File: config.mk
export PLATFORM = sky130hd
export DESIGN_NAME = mem_stage_ctrl_flat
export DESIGN_NICKNAME = d
export VERILOG_FILES = /design/src/rtl/mem_pkg.sv /design/src/rtl/mem_stage_ctrl_if.sv /design/src/rtl/load_align.sv /design/src/rtl/mem_stage_ctrl.sv /design/src/flat_wrapper.sv
export SDC_FILE = /design/constraint.sdc
export NUM_CORES = 1
export LEC_CHECK = 0
export CAP_MARGIN = 10
export CORE_ASPECT_RATIO = 0.8
export CORE_UTILIZATION = 45
export CTS_CLUSTER_DIAMETER = 30
export CTS_CLUSTER_SIZE = 30
export DETAILED_ROUTE_END_ITERATION = 12
export PLACE_DENSITY = 0.91
export SLEW_MARGIN = 15
export SYNTH_ARGS = -nofsm -noshare
export SYNTH_HDL_FRONTEND = slang
export SYNTH_HIERARCHICAL = 1
export SYNTH_SLANG_ARGS = --single-unit
File: constraint.sdc
create_clock -name clk -period 1.9 [get_ports clk]
set_input_delay 0.285 -clock clk [delete_from_list [all_inputs] [get_ports clk]]
set_output_delay 0.285 -clock clk [all_outputs]
set_load 0.01 [all_outputs]
File: src/rtl/mem_pkg.sv
// Shared types and store-formatting helpers for the memory-stage controller.
// Pure declarations; no timing or flow control of its own.
package mem_pkg;

  typedef enum logic [1:0] {
    MS_BYTE = 2'b00,
    MS_HALF = 2'b01,
    MS_WORD = 2'b10
  } memsize_t;

  typedef enum logic [1:0] {
    IDLE = 2'b00,
    REQ  = 2'b01,
    DONE = 2'b10
  } memstate_t;

  localparam logic [3:0] BE_BYTE = 4'b0001;
  localparam logic [3:0] BE_HALF = 4'b0011;
  localparam logic [3:0] BE_WORD = 4'b1111;

  // Size 2'b11 is reserved and behaves as a word everywhere.
  function automatic logic [3:0] store_be(input logic [1:0] sz, input logic [1:0] lane);
    case (sz)
      MS_BYTE: return BE_BYTE << lane;
      MS_HALF: return BE_HALF << lane;
      default: return BE_WORD;
    endcase
  endfunction

  function automatic logic [31:0] store_wdata(input logic [1:0] sz, input logic [31:0] wd);
    case (sz)
      MS_BYTE: return {4{wd[7:0]}};
      MS_HALF: return {2{wd[15:0]}};
      default: return wd;
    endcase
  endfunction

endpackage

File: src/rtl/mem_stage_ctrl_if.sv
// Word-wide data bus: request held until a one-cycle ack; rdata valid with ack.
// Master is the controller, slave is the memory or interconnect.
interface mem_stage_ctrl_if #(parameter int AW = 32);
  logic          bus_req;
  logic          bus_we;
  logic [AW-1:0] bus_addr;
  logic [3:0]    bus_be;
  logic [31:0]   bus_wdata;
  logic          bus_ack;
  logic [31:0]   bus_rdata;

  modport master (
    output bus_req, bus_we, bus_addr, bus_be, bus_wdata,
    input  bus_ack, bus_rdata
  );

  modport slave (
    input  bus_req, bus_we, bus_addr, bus_be, bus_wdata,
    output bus_ack, bus_rdata
  );
endinterface

File: src/rtl/load_align.sv
// Lane select plus sign/zero extension of a little-endian bus word.
// Purely combinational; no flow control.
module load_align
  import mem_pkg::*;
(
  input  logic [31:0] i_rdata,
  input  logic [1:0]  i_lane,
  input  logic [1:0]  i_size,
  input  logic        i_unsigned,
  output logic [31:0] o_data
);

  logic [7:0]  w_byte;
  logic [15:0] w_half;

  always_comb begin
    w_byte = i_rdata[8*i_lane +: 8];
    w_half = i_lane[1] ? i_rdata[31:16] : i_rdata[15:0];
    case (i_size)
      MS_BYTE: o_data = {{24{~i_unsigned & w_byte[7]}}, w_byte};
      MS_HALF: o_data = {{16{~i_unsigned & w_half[15]}}, w_half};
      default: o_data = i_rdata;
    endcase
  end

endmodule

File: src/rtl/mem_stage_ctrl.sv
// M-stage load/store to variable-latency bus; 3+ cycles in M (2 stall + 1 per wait).
// Stalls the pipeline from access entry until the cycle after bus_ack.
module mem_stage_ctrl
  import mem_pkg::*;
#(
  parameter int AW = 32
) (
  input  logic        clk,
  input  logic        reset,
  input  logic        memreadM,
  input  logic        memwriteM,
  input  logic [1:0]  memsizeM,
  input  logic        memunsignedM,
  input  logic [31:0] aluoutM,
  input  logic [31:0] writedataM,
  output logic [31:0] readdataM,
  output logic        stallM,
  output logic        misalignM,
  mem_stage_ctrl_if.master bus
);

  memstate_t     r_state, w_next;
  logic          r_req, r_we;
  logic [AW-1:0] r_addr;
  logic [3:0]    r_be;
  logic [31:0]   r_wdata, r_rdata;
  logic [1:0]    r_size, r_lane;
  logic          r_uns;

  logic          w_access, w_misalign, w_stall, w_start;
  logic [31:0]   w_load;

  assign w_access   = memreadM | memwriteM;
  assign w_misalign = w_access &
                      (((memsizeM == MS_HALF) & aluoutM[0]) |
                       ((memsizeM[1] == 1'b1) & (aluoutM[1:0] != 2'b00)));

  always_comb begin
    w_next  = r_state;
    w_stall = 1'b0;
    w_start = 1'b0;
    case (r_state)
      IDLE: begin
        if (w_access && !w_misalign) begin
          w_stall = 1'b1;
          w_start = 1'b1;
          w_next  = REQ;
        end
      end
      REQ: begin
        w_stall = 1'b1;
        if (bus.bus_ack) w_next = DONE;
      end
      DONE:    w_next = IDLE;
      default: w_next = IDLE;
    endcase
  end

  load_align u_load_align (
    .i_rdata    (bus.bus_rdata),
    .i_lane     (r_lane),
    .i_size     (r_size),
    .i_unsigned (r_uns),
    .o_data     (w_load)
  );

  always_ff @(posedge clk) begin
    if (reset) begin
      r_state <= IDLE;
      r_req   <= 1'b0;
      r_we    <= 1'b0;
      r_addr  <= '0;
      r_be    <= 4'b0000;
      r_wdata <= 32'h0;
      r_rdata <= 32'h0;
      r_size  <= 2'b00;
      r_lane  <= 2'b00;
      r_uns   <= 1'b0;
    end else begin
      r_state <= w_next;
      if (w_start) begin
        r_req   <= 1'b1;
        r_we    <= memwriteM;
        r_addr  <= {aluoutM[AW-1:2], 2'b00};
        r_be    <= store_be(memsizeM, aluoutM[1:0]);
        r_wdata <= store_wdata(memsizeM, writedataM);
        r_size  <= memsizeM;
        r_lane  <= aluoutM[1:0];
        r_uns   <= memunsignedM;
      end
      if (r_state == REQ && bus.bus_ack) begin
        r_req <= 1'b0;
        if (!r_we) r_rdata <= w_load;
      end
    end
  end

  // Outputs are forced quiet while reset is held so the hazard unit never sees a stray stall.
  assign stallM    = ~reset & w_stall;
  assign misalignM = ~reset & (r_state == IDLE) & w_misalign;
  assign readdataM = (misalignM || (memreadM && memwriteM)) ? 32'h0 : r_rdata;

  assign bus.bus_req   = r_req;
  assign bus.bus_we    = r_we;
  assign bus.bus_addr  = r_addr;
  assign bus.bus_be    = r_be;
  assign bus.bus_wdata = r_wdata;

endmodule
File: src/flat_wrapper.sv
// flat-port wrapper written by rule: the top's interface ports become plain ports
module mem_stage_ctrl_flat import mem_pkg::*;
#(
  parameter int AW = 32
)
  (clk, reset, memreadM, memwriteM, memsizeM, memunsignedM, aluoutM, writedataM, readdataM, stallM, misalignM, bus_bus_req, bus_bus_we, bus_bus_addr, bus_bus_be, bus_bus_wdata, bus_bus_ack, bus_bus_rdata);
  mem_stage_ctrl_if #(.AW(AW)) bus_i ();
  input  logic clk;
  input  logic reset;
  input  logic memreadM;
  input  logic memwriteM;
  input  logic [1:0] memsizeM;
  input  logic memunsignedM;
  input  logic [31:0] aluoutM;
  input  logic [31:0] writedataM;
  output logic [31:0] readdataM;
  output logic stallM;
  output logic misalignM;
  output wire logic [$bits(bus_i.bus_req)-1:0] bus_bus_req;
  output wire logic [$bits(bus_i.bus_we)-1:0] bus_bus_we;
  output wire logic [$bits(bus_i.bus_addr)-1:0] bus_bus_addr;
  output wire logic [$bits(bus_i.bus_be)-1:0] bus_bus_be;
  output wire logic [$bits(bus_i.bus_wdata)-1:0] bus_bus_wdata;
  input wire logic [$bits(bus_i.bus_ack)-1:0] bus_bus_ack;
  input wire logic [$bits(bus_i.bus_rdata)-1:0] bus_bus_rdata;
  assign bus_bus_req = bus_i.bus_req;
  assign bus_bus_we = bus_i.bus_we;
  assign bus_bus_addr = bus_i.bus_addr;
  assign bus_bus_be = bus_i.bus_be;
  assign bus_bus_wdata = bus_i.bus_wdata;
  assign bus_i.bus_ack = bus_bus_ack;
  assign bus_i.bus_rdata = bus_bus_rdata;
  mem_stage_ctrl #(.AW(AW)) u_core (.clk(clk), .reset(reset), .memreadM(memreadM), .memwriteM(memwriteM), .memsizeM(memsizeM), .memunsignedM(memunsignedM), .aluoutM(aluoutM), .writedataM(writedataM), .readdataM(readdataM), .stallM(stallM), .misalignM(misalignM), .bus(bus_i));
endmodule
======== Word-level counts from Yosys, hierarchy flattened ========
Index checks and enable logic that the tools add are counted.
W data, S select, Z words.
storage, ports and cells
  register bits ........................... 107
  memories kept ........................... 0
  output and inout port bits .............. 104
  word-level logic and storage cells ...... 54
  bits of input ports ..................... 104
  bits in latches ......................... 0
  ROM bits ................................ 0
  RAM bits ................................ 0
operators by class
  $mul .................................... 0
  $lt $le $gt $ge ......................... 0
  div/mod/pow operators ................... 0
  reduce and logical (&&, ||, !) cells .... 12
  add/sub/neg operators ................... 0
  shifts and indexed selects .............. 3
  multiplexer cells ....................... 11
  eq/ne operators ......................... 5
  bitwise gates (word level) .............. 13
operator list
  cell                   number
  $pmux W32 S2           2
  $mux W32               1
  $shiftx A32 B6 Y8      1
  $mux W16               1
  $and A1 B1 Y1          8
  $pmux W4 S2            1
  $eq A2 B1 Y1 const B   3
  $logic_not A2 Y1       3
  $mux W2                2
  $pmux W2 S2            1
  $reduce_and A2 Y1      2
  $shl A1 B2 Y4 const A  1
  $shl A2 B2 Y4 const A  1
  $logic_and A1 B1 Y1    3
  $not A1 Y1             3
  $mux W1                2
  $ne A2 B1 Y1 const B   1
  $ne A2 B2 Y1 const B   1
  $or A1 B1 Y1           2
  $pmux W1 S2            1
  $reduce_bool A2 Y1     1
  $reduce_or A2 Y1       1
  $logic_not A1 Y1       1
  $logic_or A1 B1 Y1     1

======== Logic depth before layout (Yosys ltp) ========
  depth in word-level cells ............... 9
  depth in mapped cells ................... 8

======== By module ========
Netlist, hierarchy kept.
modules (own cells, without submodules)
  module          seq. area each (um^2)  instances  cells each  area an instance (um^2)
  mem_stage_ctrl  2142.1                 1          561         4834.6
  load_align      0.0                    1          122         694.4

======== Worst setup path after synthesis ========
Ideal clock, no wire load.
  path kind ............................... flip-flop to output port
  start ................................... reg u_core.r_state[0]
  end ..................................... out stallM
  setup slack ............................. 0.297 ns
  data arrival time ....................... 1.318 ns
  required time ........................... 1.615 ns
  path buffers ............................ 3
  cell stages (with the launch flop) ...... 7
  cell sequence ........................... dfxtp_1 > buf_2 > or2_4 > a211oi_2 > buf_4 > buf_4 > o21a_1
between the ends
  word-level cells in the longest chain between the ends .. 3
  elaborated cells on any way between the ends .. 4
  classes of those cells .................. 1 x eq/ne; 1 x mux; 1 x bitwise; 1 x reduce/logical
RTL lines
  item                                                     line                  RTL
  start: declaration                                       mem_stage_ctrl.sv:22  memstate_t r_state, w_next;
  start signal: assignment                                 mem_stage_ctrl.sv:80  r_state <= w_next;
  $eq A2 B1 Y1 / $logic_not A2 Y1 (equally long branches)  mem_stage_ctrl.sv:42  case (r_state)
  $pmux W1 S2 *                                            mem_stage_ctrl.sv:42
  $and A1 B1 Y1 *                                          mem_stage_ctrl.sv:99  assign stallM = ~reset & w_stall;
  end: declaration                                         flat_wrapper.sv:17    output logic stallM;
Mark *: on every way between the ends. The rest lies on a longest branch, timed or not.

======== Worst setup path after layout ========
Same ends and word-level chain as after synthesis.

==> results.py <==
metrics = {
    "clock_network": {
        "path_clk_slew_ns": 0.07,
        "htree_num_levels": 3,
        "numCtsBuffers": 9,
        "clk_latency_ns": 0.35,
        "cts_sinks": 107,
        "hold_buffers": 0,
        "root_buffer": "clkbuf_16",
        "cts_tree": "built",
        "cts_buffer_depth": 2,
    },
    "setup_path": {
        "cp.required_ns": 1.62,
        "crit_path_start_kind": "flip-flop",
        "cp_common_cell": "buf_4",
        "critPathTopFamily": "buffers and inverters",
        "crit_buf_inv": 3,
        "worst-path-max-fanout": 3,
        "reg2reg_slack_ns": 0.06,
        "critPathMaxStageDelay_ns": 0.33,
        "slowest_stage": "dfxtp_2",
        "path_class": "flip-flop to output port",
        "cp.arrival_ns": 1.71,
        "worst_setup_path_end_kind": "output port",
        "crit_chain": "buf_4, buf_4, or2_4, a211oi_4, o21a_1, buf_2",
    },
    "timing": {
        "setup_tns_ns": -0.9044,
        "hold_viol_final": 0,
        "drv_slew": 0,
        "period_minus_slack_ns": 1.993,
        "setup_viol": 17,
        "min_period_over_period": 1.049,
        "max_freq_ghz": 0.5018,
        "fin_ws_ns": -0.09280,
        "rsz0062_at_grt": "yes",
        "fin_skew_ns": 0.009795,
    },
    "floorplanning": {
        "die_x_um": 125.9,
        "dieHeight_um": 101.1,
        "fp.coreArea_um2": 11740,
        "num_rows": 35,
        "start_util": 0.4711,
        "ios": 208,
        "dieArea_um2": 12740,
    },
    "finish": {
        "seqCellArea_um2": 2145,
        "multi_input_area_um2": 3124,
        "fin_cells": 1044,
        "utilization": 0.7152,
        "syn2layout_area_growth_pct": 51.82,
        "final_nets": 995,
        "drive_gt1_frac": 0.1685,
        "n_fill_cell": 874,
        "fin_area_um2": 8394,
        "diodes": 0,
    },
    "hold_path": {
        "hold_class": "flip-flop to flip-flop",
    },
    "drt": {
        "avgViaCountPerCell": 5.500,
        "drt-pass1-iter-count": 5,
        "wirelength_mm": 17.90,
        "drc": 0,
        "drtAntennaViolNets": 0,
        "wl_met3_mm": 1.378,
        "post_drt_wl_per_cell_um": 17.14,
        "wl_met1_mm": 7.301,
        "dr_total_vias": 5742,
        "wl_met2_mm": 8.756,
        "dr.max_layer_used": "met4",
        "drt_iter0_drc": 468,
    },
    "yosys": {
        "syn_avg_cell_area_um2": 8.095,
        "yosysWarnings": 6,
        "synthFlopType": "dfxtp_1",
        "syn_area_um2": 5529,
        "synthArstFlopShare": 0,
        "synth_edf_count": 0,
        "postSynthCellCount": 683,
        "synth_seq_cells": 107,
        "ys_seq_area_frac": 0.3874,
        "synth.distinct_cells": 51,
    },
    "pwr": {
        "power_leakage_nw": 3.413,
        "ir_worst_vdd_mv": 0.4562,
        "power.density_nw_per_um2": 726.3,
    },
    "place": {
        "postPlaceCellArea_um2": 7823,
        "place.port_buffers": 205,
        "place_congestion": 0.8986,
        "hpwl_mm": 12.36,
        "dp_cells": 1016,
    },
    "run_status": {
        "status": "finished with violations",
        "failed_checks": "negative setup slack",
    },
    "run": {
        "cap_violations": 0,
    },
    "global_routing": {
        "grt_antenna_before_repair": 0,
        "grt_pass1_vias": 5512,
        "grt_pass1_wl_mm": 28.08,
        "grt_max_degree": 90,
        "grt_usage": 0.2796,
        "grt_overflow": 0,
    },
}
-- report_power, final --
| part | switching, mW | internal, mW | total [mW] | leakage, nW |
|---|---|---|---|---|
| combinational | 0.776 | 0.903 | 1.68 | 2.39 |
| sequential | 0.104 | 2.41 | 2.51 | 0.876 |
| clock | 0.869 | 1.04 | 1.91 | 0.145 |
| total | 1.75 | 4.35 | 6.10 | 3.41 |
-- layer usage --
metal	global-route usage	up-vias
met1	0.3380	2667
met3	0.07871	39
met4	0.09917	0
met2	0.4807	246
li1	-	2790
met5	0	-
-- cell type report --
class / instances / share of cell area
inverters: 7 / 0.003130
repair buffers: 262 / 0.3114
multi-input cells: 504 / 0.3722
flip-flops and latches: 107 / 0.2555
well taps: 148 / 0.02206
clock inverters: 6 / 0.008496
clock buffers: 10 / 0.02728
-- cells in the mapped netlist (3+ instances only) --
cell type / count / area [um2]
dfxtp_1: 107 / 2142
a221o_1: 8 / 80.08
a21oi_1: 37 / 185.2
o211ai_1: 8 / 60.06
nor3_1: 3 / 15.01
o21ai_1: 4 / 20.02
clkbuf_1: 34 / 127.6
mux2_2: 8 / 90.09
a211oi_1: 8 / 60.06
o22a_1: 3 / 26.28
a311oi_1: 11 / 96.34
a21o_1: 4 / 30.03
a22oi_1: 5 / 37.54
mux2i_1: 59 / 590.6
a41oi_1: 18 / 157.7
nand3_1: 3 / 15.01
and3_1: 33 / 206.5
nand2b_1: 14 / 87.58
a2bb2oi_1: 3 / 26.28
nand2_1: 219 / 822.0
a31oi_1: 3 / 18.77
o21ai_0: 10 / 50.05
inv_1: 5 / 18.77
nor2_1: 10 / 37.54
nor2b_1: 7 / 43.79
buf_4: 10 / 75.07
buf_6: 4 / 45.04
buf_2: 14 / 70.07
buf_8: 4 / 60.06
-- flip-flops by register name, summed over array words and instances (netlist names) --
name                  flops
u_core/bus.bus_wdata     32
u_core/r_state            2
u_core/bus.bus_addr      30
u_core/r_size             2
u_core/r_rdata           32
u_core/bus.bus_we         1
u_core/bus.bus_be         4
u_core/r_lane             2
u_core/bus.bus_req        1
u_core/r_uns              1
-- what timing repair did --
| action | CTS | global route |
|---|---|---|
| setup buffers | 7 | 3 |
| gates resized for setup | 166 | 34 |
| endpoints found under the setup margin | 41 | 69 |
| pin swaps | 12 | 2 |
| gates cloned | 3 | 1 |
-- stage by stage --
stage,power [mW],hold WS [ns],worst slack [ns]
after floorplan,3.372,0.4271,0.2965
after global placement,4.089,0.4401,-0.4199
after detailed placement,4.122,0.4466,-0.5038
after CTS,6.069,0.4586,-0.05618
after global routing,6.383,0.4758,-0.1555
final,6.097,0.4566,-0.09280
-- cells by family after synthesis --
kind of cell | count (synthesis) | synth area share
muxes | 68 | 0.1258
and+or+nand+nor | 300 | 0.2396
DFF | 107 | 0.3874
buffers and inverters | 73 | 0.07309
AOI/OAI and AO/OA | 134 | 0.1733
other | 1 | 0.0006782
-- worst register-to-register path: stages (launching register included) --
cell	delay (ns)
dfxtp_2	0.33
buf_4	0.13
buf_4	0.13
or2_4	0.24
a211oi_4	0.24
buf_12	0.24
clkbuf_16	0.24
mux2i_1	0.22
-- cells in the final DEF (no fill, tap or decap), types with 4 or more instances in the layout --
master           netlist  routed
buf_2                 14      12
dfxtp_1              107     105
a221o_1                8       8
buf_6                  4      25
and3_4                 0      21
and3_1                33      12
clkbuf_16              0      10
buf_4                 10      44
buf_12                 0       7
inv_1                  5       5
o21ai_1                4       4
a21o_1                 4       4
mux2_2                 8       8
dlygate4sd2_1          0       6
clkdlybuf4s50_1        0     164
a22oi_1                5       5
nor2_1                10      10
a311oi_1              11      11
a211oi_1               8       8
o21ai_0               10      10
nand2_1              219     219
nor2b_1                7       7
a41oi_1               18      18
nand2b_1              14      14
mux2i_1               59      59
a21oi_1               37      37
o211ai_1               8       8
-- final timing paths --
check | cells past startpoint | end | start
worst min-delay path | 2 | u_core/r_rdata[1]$_SDFFE_PP0P_ | u_core/r_rdata[1]$_SDFFE_PP0P_
worst max register to register | 7 | u_core/bus.bus_addr[31]$_SDFFE_PP0P_ | u_core/r_state[0]$_SDFFE_PP0P_
worst max-delay path | 6 | stallM | u_core/r_state[0]$_SDFFE_PP0P_
worst min register to register | 2 | u_core/r_rdata[1]$_SDFFE_PP0P_ | u_core/r_rdata[1]$_SDFFE_PP0P_
Note: power is estimated with default switching activity, not from simulation.
